## config.mk

```make
export PLATFORM = sky130hd
export DESIGN_NAME = dla_axi4_mgr_arb
export DESIGN_NICKNAME = d
export VERILOG_FILES = /design/src/rtl/dla_axi4_mgr_arb.sv
export SDC_FILE = /design/constraint.sdc
export NUM_CORES = 1
export LEC_CHECK = 0
export ABC_AREA = 1
export ABC_CLOCK_PERIOD_IN_PS = 1500
export CAP_MARGIN = 20
export CORE_AREA = 5 5 304 306
export DETAILED_ROUTE_END_ITERATION = 7
export DIE_AREA = 0 0 309 311
export PLACE_DENSITY_LB_ADDON = 0.3
export RECOVER_POWER = 100
export SYNTH_ARGS = -nofsm -noshare
export SYNTH_HDL_FRONTEND = slang
export SYNTH_SLANG_ARGS = --single-unit
export TNS_END_PERCENT = 30
```

## constraint.sdc

```tcl
create_clock -name clk_i -period 1.5 [get_ports clk_i]
set_input_delay 0.225 -clock clk_i [delete_from_list [all_inputs] [get_ports clk_i]]
set_output_delay 0.225 -clock clk_i [all_outputs]
set_load 0.02 [all_outputs]
```

## src/rtl/dla_axi4_mgr_arb.sv

```systemverilog
// Round-robin arbiter sharing one single-beat AXI4 manager between NUM_REQ requesters.
// Define DLA_AXI4_MGR_ARB_FIXED_PRIO_EN for fixed lowest-index-wins priority.
module dla_axi4_mgr_arb #(
    parameter int unsigned NUM_REQ        = 4,
    parameter int unsigned AXI_ADDR_WIDTH = 32,
    parameter int unsigned AXI_DATA_WIDTH = 64
) (
    input  logic                               clk_i,
    input  logic                               rstn_i,
    input  logic [NUM_REQ-1:0]                 wr_req_i,
    input  logic [NUM_REQ*AXI_ADDR_WIDTH-1:0]  wr_addr_i,
    input  logic [NUM_REQ*AXI_DATA_WIDTH-1:0]  wr_data_i,
    input  logic [NUM_REQ-1:0]                 rd_req_i,
    input  logic [NUM_REQ*AXI_ADDR_WIDTH-1:0]  rd_addr_i,
    output logic [NUM_REQ-1:0]                 wr_done_o,
    output logic [NUM_REQ-1:0]                 rd_done_o,
    output logic [AXI_DATA_WIDTH-1:0]          rd_data_o,
    output logic [1:0]                         mgr_req_o,
    output logic [AXI_ADDR_WIDTH-1:0]          mgr_wr_addr_o,
    output logic [AXI_ADDR_WIDTH-1:0]          mgr_rd_addr_o,
    output logic [AXI_DATA_WIDTH-1:0]          mgr_wr_data_o,
    input  logic [1:0]                         mgr_rsp_i,
    input  logic [AXI_DATA_WIDTH-1:0]          mgr_rd_data_i
);

    localparam int unsigned IdxW = (NUM_REQ > 1) ? $clog2(NUM_REQ) : 1;

    typedef enum logic [1:0] {StIdle, StBusy, StDone} state_e;

    // First set index at or above start, otherwise the lowest set index.
    function automatic logic [IdxW-1:0] pick(input logic [NUM_REQ-1:0] req,
                                              input logic [IdxW-1:0]    start);
        logic [IdxW-1:0] idx;
        logic            found;
        idx   = '0;
        found = 1'b0;
        for (int i = 0; i < NUM_REQ; i++) begin
            if (!found && req[i] && (IdxW'(i) >= start)) begin
                idx   = IdxW'(i);
                found = 1'b1;
            end
        end
        for (int i = 0; i < NUM_REQ; i++) begin
            if (!found && req[i]) begin
                idx   = IdxW'(i);
                found = 1'b1;
            end
        end
        return idx;
    endfunction

    logic [AXI_ADDR_WIDTH-1:0] wr_addr_arr [NUM_REQ];
    logic [AXI_DATA_WIDTH-1:0] wr_data_arr [NUM_REQ];
    logic [AXI_ADDR_WIDTH-1:0] rd_addr_arr [NUM_REQ];

    for (genvar i = 0; i < NUM_REQ; i++) begin : g_unpack
        assign wr_addr_arr[i] = wr_addr_i[i*AXI_ADDR_WIDTH +: AXI_ADDR_WIDTH];
        assign wr_data_arr[i] = wr_data_i[i*AXI_DATA_WIDTH +: AXI_DATA_WIDTH];
        assign rd_addr_arr[i] = rd_addr_i[i*AXI_ADDR_WIDTH +: AXI_ADDR_WIDTH];
    end

    state_e                    wr_state_q, wr_state_d, rd_state_q, rd_state_d;
    logic [IdxW-1:0]           wr_gnt_q, wr_gnt_d, rd_gnt_q, rd_gnt_d;
    logic [IdxW-1:0]           wr_start, rd_start;
    logic [NUM_REQ-1:0]        wr_done_q, wr_done_d, rd_done_q, rd_done_d;
    logic                      wr_pulse_q, wr_pulse_d, rd_pulse_q, rd_pulse_d;
    logic [AXI_ADDR_WIDTH-1:0] wr_addr_q, wr_addr_d, rd_addr_q, rd_addr_d;
    logic [AXI_DATA_WIDTH-1:0] wr_data_q, wr_data_d;

`ifdef DLA_AXI4_MGR_ARB_FIXED_PRIO_EN
    assign wr_start = '0;
    assign rd_start = '0;
`else
    logic [IdxW-1:0] wr_ptr_q, wr_ptr_d, rd_ptr_q, rd_ptr_d;
    assign wr_start = wr_ptr_q;
    assign rd_start = rd_ptr_q;

    always_ff @(posedge clk_i or negedge rstn_i) begin
        if (!rstn_i) begin
            wr_ptr_q <= '0;
            rd_ptr_q <= '0;
        end else begin
            wr_ptr_q <= wr_ptr_d;
            rd_ptr_q <= rd_ptr_d;
        end
    end

    always_comb begin
        wr_ptr_d = wr_ptr_q;
        rd_ptr_d = rd_ptr_q;
        if (wr_state_q == StDone) begin
            wr_ptr_d = (wr_gnt_q == IdxW'(NUM_REQ - 1)) ? '0 : wr_gnt_q + 1'b1;
        end
        if (rd_state_q == StDone) begin
            rd_ptr_d = (rd_gnt_q == IdxW'(NUM_REQ - 1)) ? '0 : rd_gnt_q + 1'b1;
        end
    end
`endif

    always_comb begin
        wr_state_d = wr_state_q;
        wr_gnt_d   = wr_gnt_q;
        wr_addr_d  = wr_addr_q;
        wr_data_d  = wr_data_q;
        wr_pulse_d = 1'b0;
        wr_done_d  = '0;
        unique case (wr_state_q)
            StIdle: begin
                if (|wr_req_i) begin
                    wr_gnt_d   = pick(wr_req_i, wr_start);
                    wr_addr_d  = wr_addr_arr[wr_gnt_d];
                    wr_data_d  = wr_data_arr[wr_gnt_d];
                    wr_pulse_d = 1'b1;
                    wr_state_d = StBusy;
                end
            end
            StBusy: begin
                if (mgr_rsp_i[0]) begin
                    wr_done_d[wr_gnt_q] = 1'b1;
                    wr_state_d          = StDone;
                end
            end
            StDone:  wr_state_d = StIdle;
            default: wr_state_d = StIdle;
        endcase
    end

    always_comb begin
        rd_state_d = rd_state_q;
        rd_gnt_d   = rd_gnt_q;
        rd_addr_d  = rd_addr_q;
        rd_pulse_d = 1'b0;
        rd_done_d  = '0;
        unique case (rd_state_q)
            StIdle: begin
                if (|rd_req_i) begin
                    rd_gnt_d   = pick(rd_req_i, rd_start);
                    rd_addr_d  = rd_addr_arr[rd_gnt_d];
                    rd_pulse_d = 1'b1;
                    rd_state_d = StBusy;
                end
            end
            StBusy: begin
                if (mgr_rsp_i[1]) begin
                    rd_done_d[rd_gnt_q] = 1'b1;
                    rd_state_d          = StDone;
                end
            end
            StDone:  rd_state_d = StIdle;
            default: rd_state_d = StIdle;
        endcase
    end

    always_ff @(posedge clk_i or negedge rstn_i) begin
        if (!rstn_i) begin
            wr_state_q <= StIdle;
            wr_gnt_q   <= '0;
            wr_addr_q  <= '0;
            wr_data_q  <= '0;
            wr_pulse_q <= 1'b0;
            wr_done_q  <= '0;
            rd_state_q <= StIdle;
            rd_gnt_q   <= '0;
            rd_addr_q  <= '0;
            rd_pulse_q <= 1'b0;
            rd_done_q  <= '0;
        end else begin
            wr_state_q <= wr_state_d;
            wr_gnt_q   <= wr_gnt_d;
            wr_addr_q  <= wr_addr_d;
            wr_data_q  <= wr_data_d;
            wr_pulse_q <= wr_pulse_d;
            wr_done_q  <= wr_done_d;
            rd_state_q <= rd_state_d;
            rd_gnt_q   <= rd_gnt_d;
            rd_addr_q  <= rd_addr_d;
            rd_pulse_q <= rd_pulse_d;
            rd_done_q  <= rd_done_d;
        end
    end

    assign mgr_req_o     = {rd_pulse_q, wr_pulse_q};
    assign mgr_wr_addr_o = wr_addr_q;
    assign mgr_wr_data_o = wr_data_q;
    assign mgr_rd_addr_o = rd_addr_q;
    assign wr_done_o     = wr_done_q;
    assign rd_done_o     = rd_done_q;
    // The manager's read data lands one cycle after its response, i.e. in DONE.
    assign rd_data_o     = (|rd_done_q) ? mgr_rd_data_i : '0;

endmodule

```

# Word-level counts from Yosys, hierarchy flattened

Index checks and enable logic that the tools add are counted.

Bits in registers: 150
Input bits: 588
Output and inout bits: 202
Logic and storage cells: 178

Add/subtract/negate cells: 2
Order comparisons: 14
Equality and inequality tests: 10
Muxes and demuxes: 90
Bitwise gates (word level): 2
Reductions and logical operators: 47

Operator list:

| kind                  | number |
|---|---|
| $mux W64              | 3 |
| $bmux W32 S2          | 2 |
| $bmux W64 S2          | 1 |
| $mux W32              | 4 |
| $mux W1               | 50 |
| $mux W2               | 22 |
| $logic_and A1 B1 Y1   | 24 |
| $mux W4               | 4 |
| $logic_not A1 Y1      | 14 |
| $reduce_or A4 Y1      | 3 |
| $eq A2 B2 Y1 const B  | 4 |
| $ge A1 B2 Y1 const A  | 4 |
| $ge A2 B2 Y1 const A  | 4 |
| $ne A2 B2 Y1 const B  | 4 |
| $pmux W2 S2           | 2 |
| $reduce_and A2 Y1     | 4 |
| $ge A3 B3 Y1 const B  | 2 |
| $lt A2 B3 Y1 const B  | 2 |
| $not A2 Y3            | 2 |
| $add A2 B1 Y2 const B | 2 |
| $demux W1 S2          | 2 |
| $eq A2 B1 Y1 const B  | 2 |
| $ge A2 B1 Y1 const B  | 2 |
| $logic_not A2 Y1      | 2 |

# Logic depth before layout (Yosys ltp)

Depth after elaboration: 47
Gate-level depth with buffers: 13
Depth with buffers taken out: 11

# Worst setup path before layout

OpenSTA, ideal clock, no wires.

Kind: reg2out
Start: register rd_done_q[1], in the netlist rd_done_o[1]
End: output rd_data_o[10]
Arrival: 1.532 ns
Required time: 1.275 ns
Path slack: -0.257 ns
Cell stages (with the launch flop): 4
Buffers on the path: 1
Path through: dfrtp_1 nor4_2 clkbuf_1 nor2_1

Longest elaborated chain between the ends: 2

RTL lines:

| element                  | RTL line | text |
|---|---|---|
| start: declaration       | 65       | `logic [NUM_REQ-1:0] wr_done_q, wr_done_d, rd_done_q, rd_done_d;` |
| start signal: assignment | 178      | `rd_done_q <= rd_done_d;` |
| $reduce_or A4 Y1         | 189      | `assign rd_data_o = (\|rd_done_q) ? mgr_rd_data_i : '0;` |
| $mux W64                 | 189      |  |
| end: declaration         | 17       | `output logic [AXI_DATA_WIDTH-1:0] rd_data_o,` |

Every way passes these cells.

# Worst setup path after layout

Start: register rd_done_q[2], in the netlist rd_done_o[2]
End: output rd_data_o[6]

Same word-level chain as after synthesis.

==> run_summary.xml <==
<?xml version="1.0" encoding="UTF-8"?>
<metrics>
  <group name="pwr">
    <metric name="power.leakage" unit="nW">12.4</metric>
    <metric name="vdd.ir_drop.worst" unit="mV">0.831</metric>
    <metric name="powerDensity" unit="mW/mm2">1710</metric>
    <metric name="finalPower" unit="mW">42.3</metric>
  </group>
  <group name="setup_path">
    <metric name="crit_buf_inv" unit="">5</metric>
    <metric name="cp_slowest_cell" unit="">dfrtp_1</metric>
    <metric name="critical-path-top-cell-by-count" unit="">buf_6</metric>
    <metric name="timing.critical_path.cells" unit="">nor4_4, buf_6, buf_12, buf_16, buf_8, nor2_4, buf_6</metric>
    <metric name="worst-setup-path-type" unit="">flop to primary output</metric>
    <metric name="critical_path_required" unit="ns">1.27</metric>
    <metric name="worstPathMaxFanout" unit="">5</metric>
    <metric name="cp_top_family" unit="">buffers and inverters</metric>
    <metric name="critical_path.max_stage_delay" unit="ns">0.41</metric>
    <metric name="worstSetupEndpointType" unit="">primary output</metric>
    <metric name="start_kind" unit="">flop</metric>
    <metric name="cp_data_arrival_time" unit="ns">1.82</metric>
  </group>
  <group name="layout">
    <metric name="instances_no_fill" unit="">4123</metric>
    <metric name="final_core_utilization" unit="">0.277</metric>
    <metric name="fin_nets" unit="">3526</metric>
    <metric name="filler_cell_count" unit="">9887</metric>
    <metric name="register_area" unit="mm2">0.00375</metric>
    <metric name="area_taken_by_multi_input_logic_gates" unit="mm2">0.00752</metric>
    <metric name="summed_area_of_non_filler_cells_in_the_final_layout" unit="mm2">0.0248</metric>
    <metric name="area_growth_syn_to_layout" unit="%">114</metric>
    <metric name="layout-drive-gt1-share" unit="">0.197</metric>
  </group>
  <group name="clock_tree">
    <metric name="cts-root-to-sink-buffers" unit="">2</metric>
    <metric name="clk_root_buffer_cell" unit="">clkbuf_16</metric>
    <metric name="tritoncts_clock_tree" unit="">built</metric>
    <metric name="h-tree-depth" unit="">4</metric>
    <metric name="cts_buffers" unit="">17</metric>
    <metric name="clk-insertion-delay-late" unit="ns">0.48</metric>
    <metric name="clk_pin_slew_worst_paths" unit="ns">0.08</metric>
    <metric name="cts_sinks" unit="">150</metric>
  </group>
  <group name="floorplan">
    <metric name="height_of_the_die" unit="um">311</metric>
    <metric name="initial_core_util" unit="">0.129</metric>
    <metric name="floorplan.io_pins" unit="">790</metric>
    <metric name="num_rows" unit="">110</metric>
    <metric name="die_width" unit="um">309</metric>
    <metric name="die_area" unit="mm2">0.0961</metric>
    <metric name="placeableCoreArea" unit="mm2">0.0893</metric>
  </group>
  <group name="drt">
    <metric name="route.antenna.remaining_nets" unit="">0</metric>
    <metric name="drt-vias-per-instance" unit="">3.96</metric>
    <metric name="avgRoutedWirePerCell" unit="um">20.9</metric>
    <metric name="routed_wire_length" unit="um">86200</metric>
    <metric name="wl_met3" unit="um">6410</metric>
    <metric name="topRoutingLayerUsed" unit="">met5</metric>
    <metric name="detail_route.wirelength.met1" unit="um">35400</metric>
    <metric name="dr_total_vias" unit="">16335</metric>
    <metric name="met2RoutedLength" unit="um">42500</metric>
    <metric name="route.detailed.drc" unit="">0</metric>
    <metric name="detail_route.iter0.violations" unit="">1063</metric>
    <metric name="drt-pass1-iter-count" unit="">5</metric>
  </group>
  <group name="timing">
    <metric name="period_needed" unit="ns">2.05</metric>
    <metric name="setup_violations" unit="">194</metric>
    <metric name="achievable-frequency" unit="GHz">0.488</metric>
    <metric name="timing_worst_slew_pin_value" unit="ns">0.798</metric>
    <metric name="worst_clock_skew" unit="ns">0.0164</metric>
    <metric name="fin_setup_tns" unit="ns">-60.10</metric>
    <metric name="rsz0062_at_grt" unit="">true</metric>
    <metric name="slew_headroom" unit="">0.468</metric>
    <metric name="setup_slack" unit="ns">-0.548</metric>
    <metric name="slew_violations" unit="">0</metric>
    <metric name="hold_ws" unit="ns">0.397</metric>
    <metric name="final_clock_period_utilization_by_the_worst_path" unit="">1.37</metric>
    <metric name="hold_vio_cnt_final" unit="">0</metric>
  </group>
  <group name="placement">
    <metric name="dp.cells" unit="">3996</metric>
    <metric name="pre_cts_ws" unit="ns">-0.847</metric>
    <metric name="dp_hpwl" unit="um">62100</metric>
    <metric name="placed_area" unit="mm2">0.0221</metric>
    <metric name="finalWeightedCongestion" unit="">0.888</metric>
    <metric name="port_buffers" unit="">789</metric>
  </group>
  <group name="yosys">
    <metric name="number_of_instances_in_the_synthesized_netlist" unit="">2026</metric>
    <metric name="synthesis.area" unit="mm2">0.0116</metric>
    <metric name="synthesis.yosys.warnings" unit="">0</metric>
    <metric name="mappedNetlistNets" unit="">2622</metric>
    <metric name="ys_types" unit="">22</metric>
    <metric name="synth_enable_flop_cells" unit="">0</metric>
    <metric name="synth_top_area_frac" unit="">0.366</metric>
    <metric name="synth_top_cells_by_count" unit="">1127 x nand2_1, 250 x nand3_1, 178 x inv_1</metric>
    <metric name="syn_area_per_cell" unit="um2">5.71</metric>
    <metric name="yosysMostFrequentCell" unit="">nand2_1</metric>
    <metric name="ys_ff_latch" unit="">150</metric>
    <metric name="post_synth_main_area_contributors" unit="">nand2_1 37%, dfrtp_1 32%, nand3_1 11%, inv_1 5.8%, buf_2 2.7%</metric>
    <metric name="post_synthesis_sequential_area_ratio" unit="">0.324</metric>
    <metric name="async_flop_share" unit="">1.00</metric>
    <metric name="synth-main-ff-cell" unit="">dfrtp_1</metric>
    <metric name="synth_area_leader_cell" unit="">nand2_1</metric>
  </group>
  <group name="job">
    <metric name="max-cap-violations" unit="">0</metric>
  </group>
  <group name="status">
    <metric name="failed_checks" unit="">negative setup slack</metric>
    <metric name="outcome" unit="">finished, violations left</metric>
  </group>
  <group name="global_routing">
    <metric name="globalRouteOverflowTotal" unit="">0</metric>
    <metric name="vias_in_the_first_global_route" unit="">16327</metric>
    <metric name="grt_max_degree" unit="">61</metric>
    <metric name="grt_pass1_wl" unit="um">118000</metric>
    <metric name="antenna_violations_before_repair" unit="">9</metric>
    <metric name="grtUsageTotal" unit="">0.168</metric>
  </group>
  <group name="min_path">
    <metric name="timing.hold.worst.class" unit="">primary input to flop</metric>
  </group>
</metrics>
-- layout make-up --
cell class              instances  share of cell area
flip-flops and latches        150               0.152
well taps                    1176              0.0594
multi-input cells            1552               0.304
diodes                          4            0.000404
inverters                     185              0.0288
repair buffers               1024               0.431
clock buffers                  18              0.0173
clock inverters                14             0.00753
-- layout by cell type, fill, tap and decap left out, types with 6 or more instances in the layout --
cell | synthesis | routed
nand3_4 | 0 | 8
buf_2 | 63 | 17
nor2_1 | 78 | 56
inv_1 | 178 | 177
clkbuf_4 | 0 | 6
nand4_1 | 30 | 30
nand2_2 | 4 | 96
buf_16 | 0 | 37
clkdlybuf4s15_2 | 0 | 7
o211ai_1 | 34 | 34
o21ai_0 | 9 | 8
nand2_1 | 1127 | 1003
nand2_4 | 0 | 28
nor2_4 | 1 | 9
ha_1 | 8 | 8
buf_6 | 1 | 55
clkbuf_1 | 54 | 127
buf_4 | 9 | 90
clkdlybuf4s50_1 | 0 | 586
buf_12 | 0 | 66
clkbuf_2 | 0 | 9
nand3_1 | 250 | 184
inv_6 | 0 | 7
buf_8 | 0 | 17
dfrtp_1 | 150 | 149
nand3_2 | 3 | 61
clkbuf_16 | 0 | 22
nor2_2 | 2 | 16
-- worst reg2reg max path: cells and delay by family (launching register included) --
family        cells  cell delay (ns)
simple gates      9             0.85
flops             1             0.40
buf+inv           4             0.54
-- timing repair --
action / CTS / global route
setup endpoints to repair: 321 / 310
hold buffers: 1 / 0
resized for setup: 556 / 321
setup buffers: 44 / 8
hold endpoints to repair: 27 / 0
pin swaps: 56 / 103
cloned: 38 / 6
-- worst paths after layout --
check | slack [ns] | cells past startpoint | end | start
max in group asynchronous | 0.11 | 3 | mgr_wr_data_o[39] | rstn_i
worst max register to register | -0.32 | 13 | mgr_wr_data_o[29] | wr_ptr_q[0]
worst min register to register | 0.48 | 2 | mgr_wr_data_o[60] | mgr_wr_data_o[60]
min in group asynchronous | 0.41 | 2 | mgr_wr_data_o[29] | rstn_i
worst max-delay path | -0.55 | 7 | rd_data_o[6] | rd_done_o[2]
worst min-delay path | 0.40 | 3 | mgr_rd_addr_o[4] | rd_addr_i[36]
-- report_power, final --
part | internal, mW | switching, mW | leakage [nW]
clock network | 2.68 | 2.22 | 0.301
registers | 5.93 | 1.14 | 1.88
logic | 12.9 | 17.5 | 10.2
-- registers in the layout, indices dropped and copies added, names as in the netlist --
register and cells:
mgr_rd_addr_o 32, mgr_wr_addr_o 32, mgr_wr_data_o 64, rd_done_o 4, rd_gnt_q 2, rd_ptr_q 2
rd_pulse_q 1, rd_state_q 2, wr_done_o 4, wr_gnt_q 2, wr_ptr_q 2, wr_pulse_q 1
wr_state_q 2
-- cell families (layout without fill, tap and decap cells) --
family	after synthesis	in the layout	synth area share
compound gates	47	47	0.0277
fa+ha+maj	8	8	0.00865
buf+inv	325	1241	0.116
flops	150	150	0.324
other cells	0	4	0
simple gates	1496	1497	0.523
-- routing by layer --
metal / up-vias / GRT usage
met1: 7570 / 0.204
met3: 79 / 0.0467
li1: 8037 / -
met2: 643 / 0.294
met4: 6 / 0.0401
met5: - / 0
No activity file was read; power rests on OpenSTA's default activity.
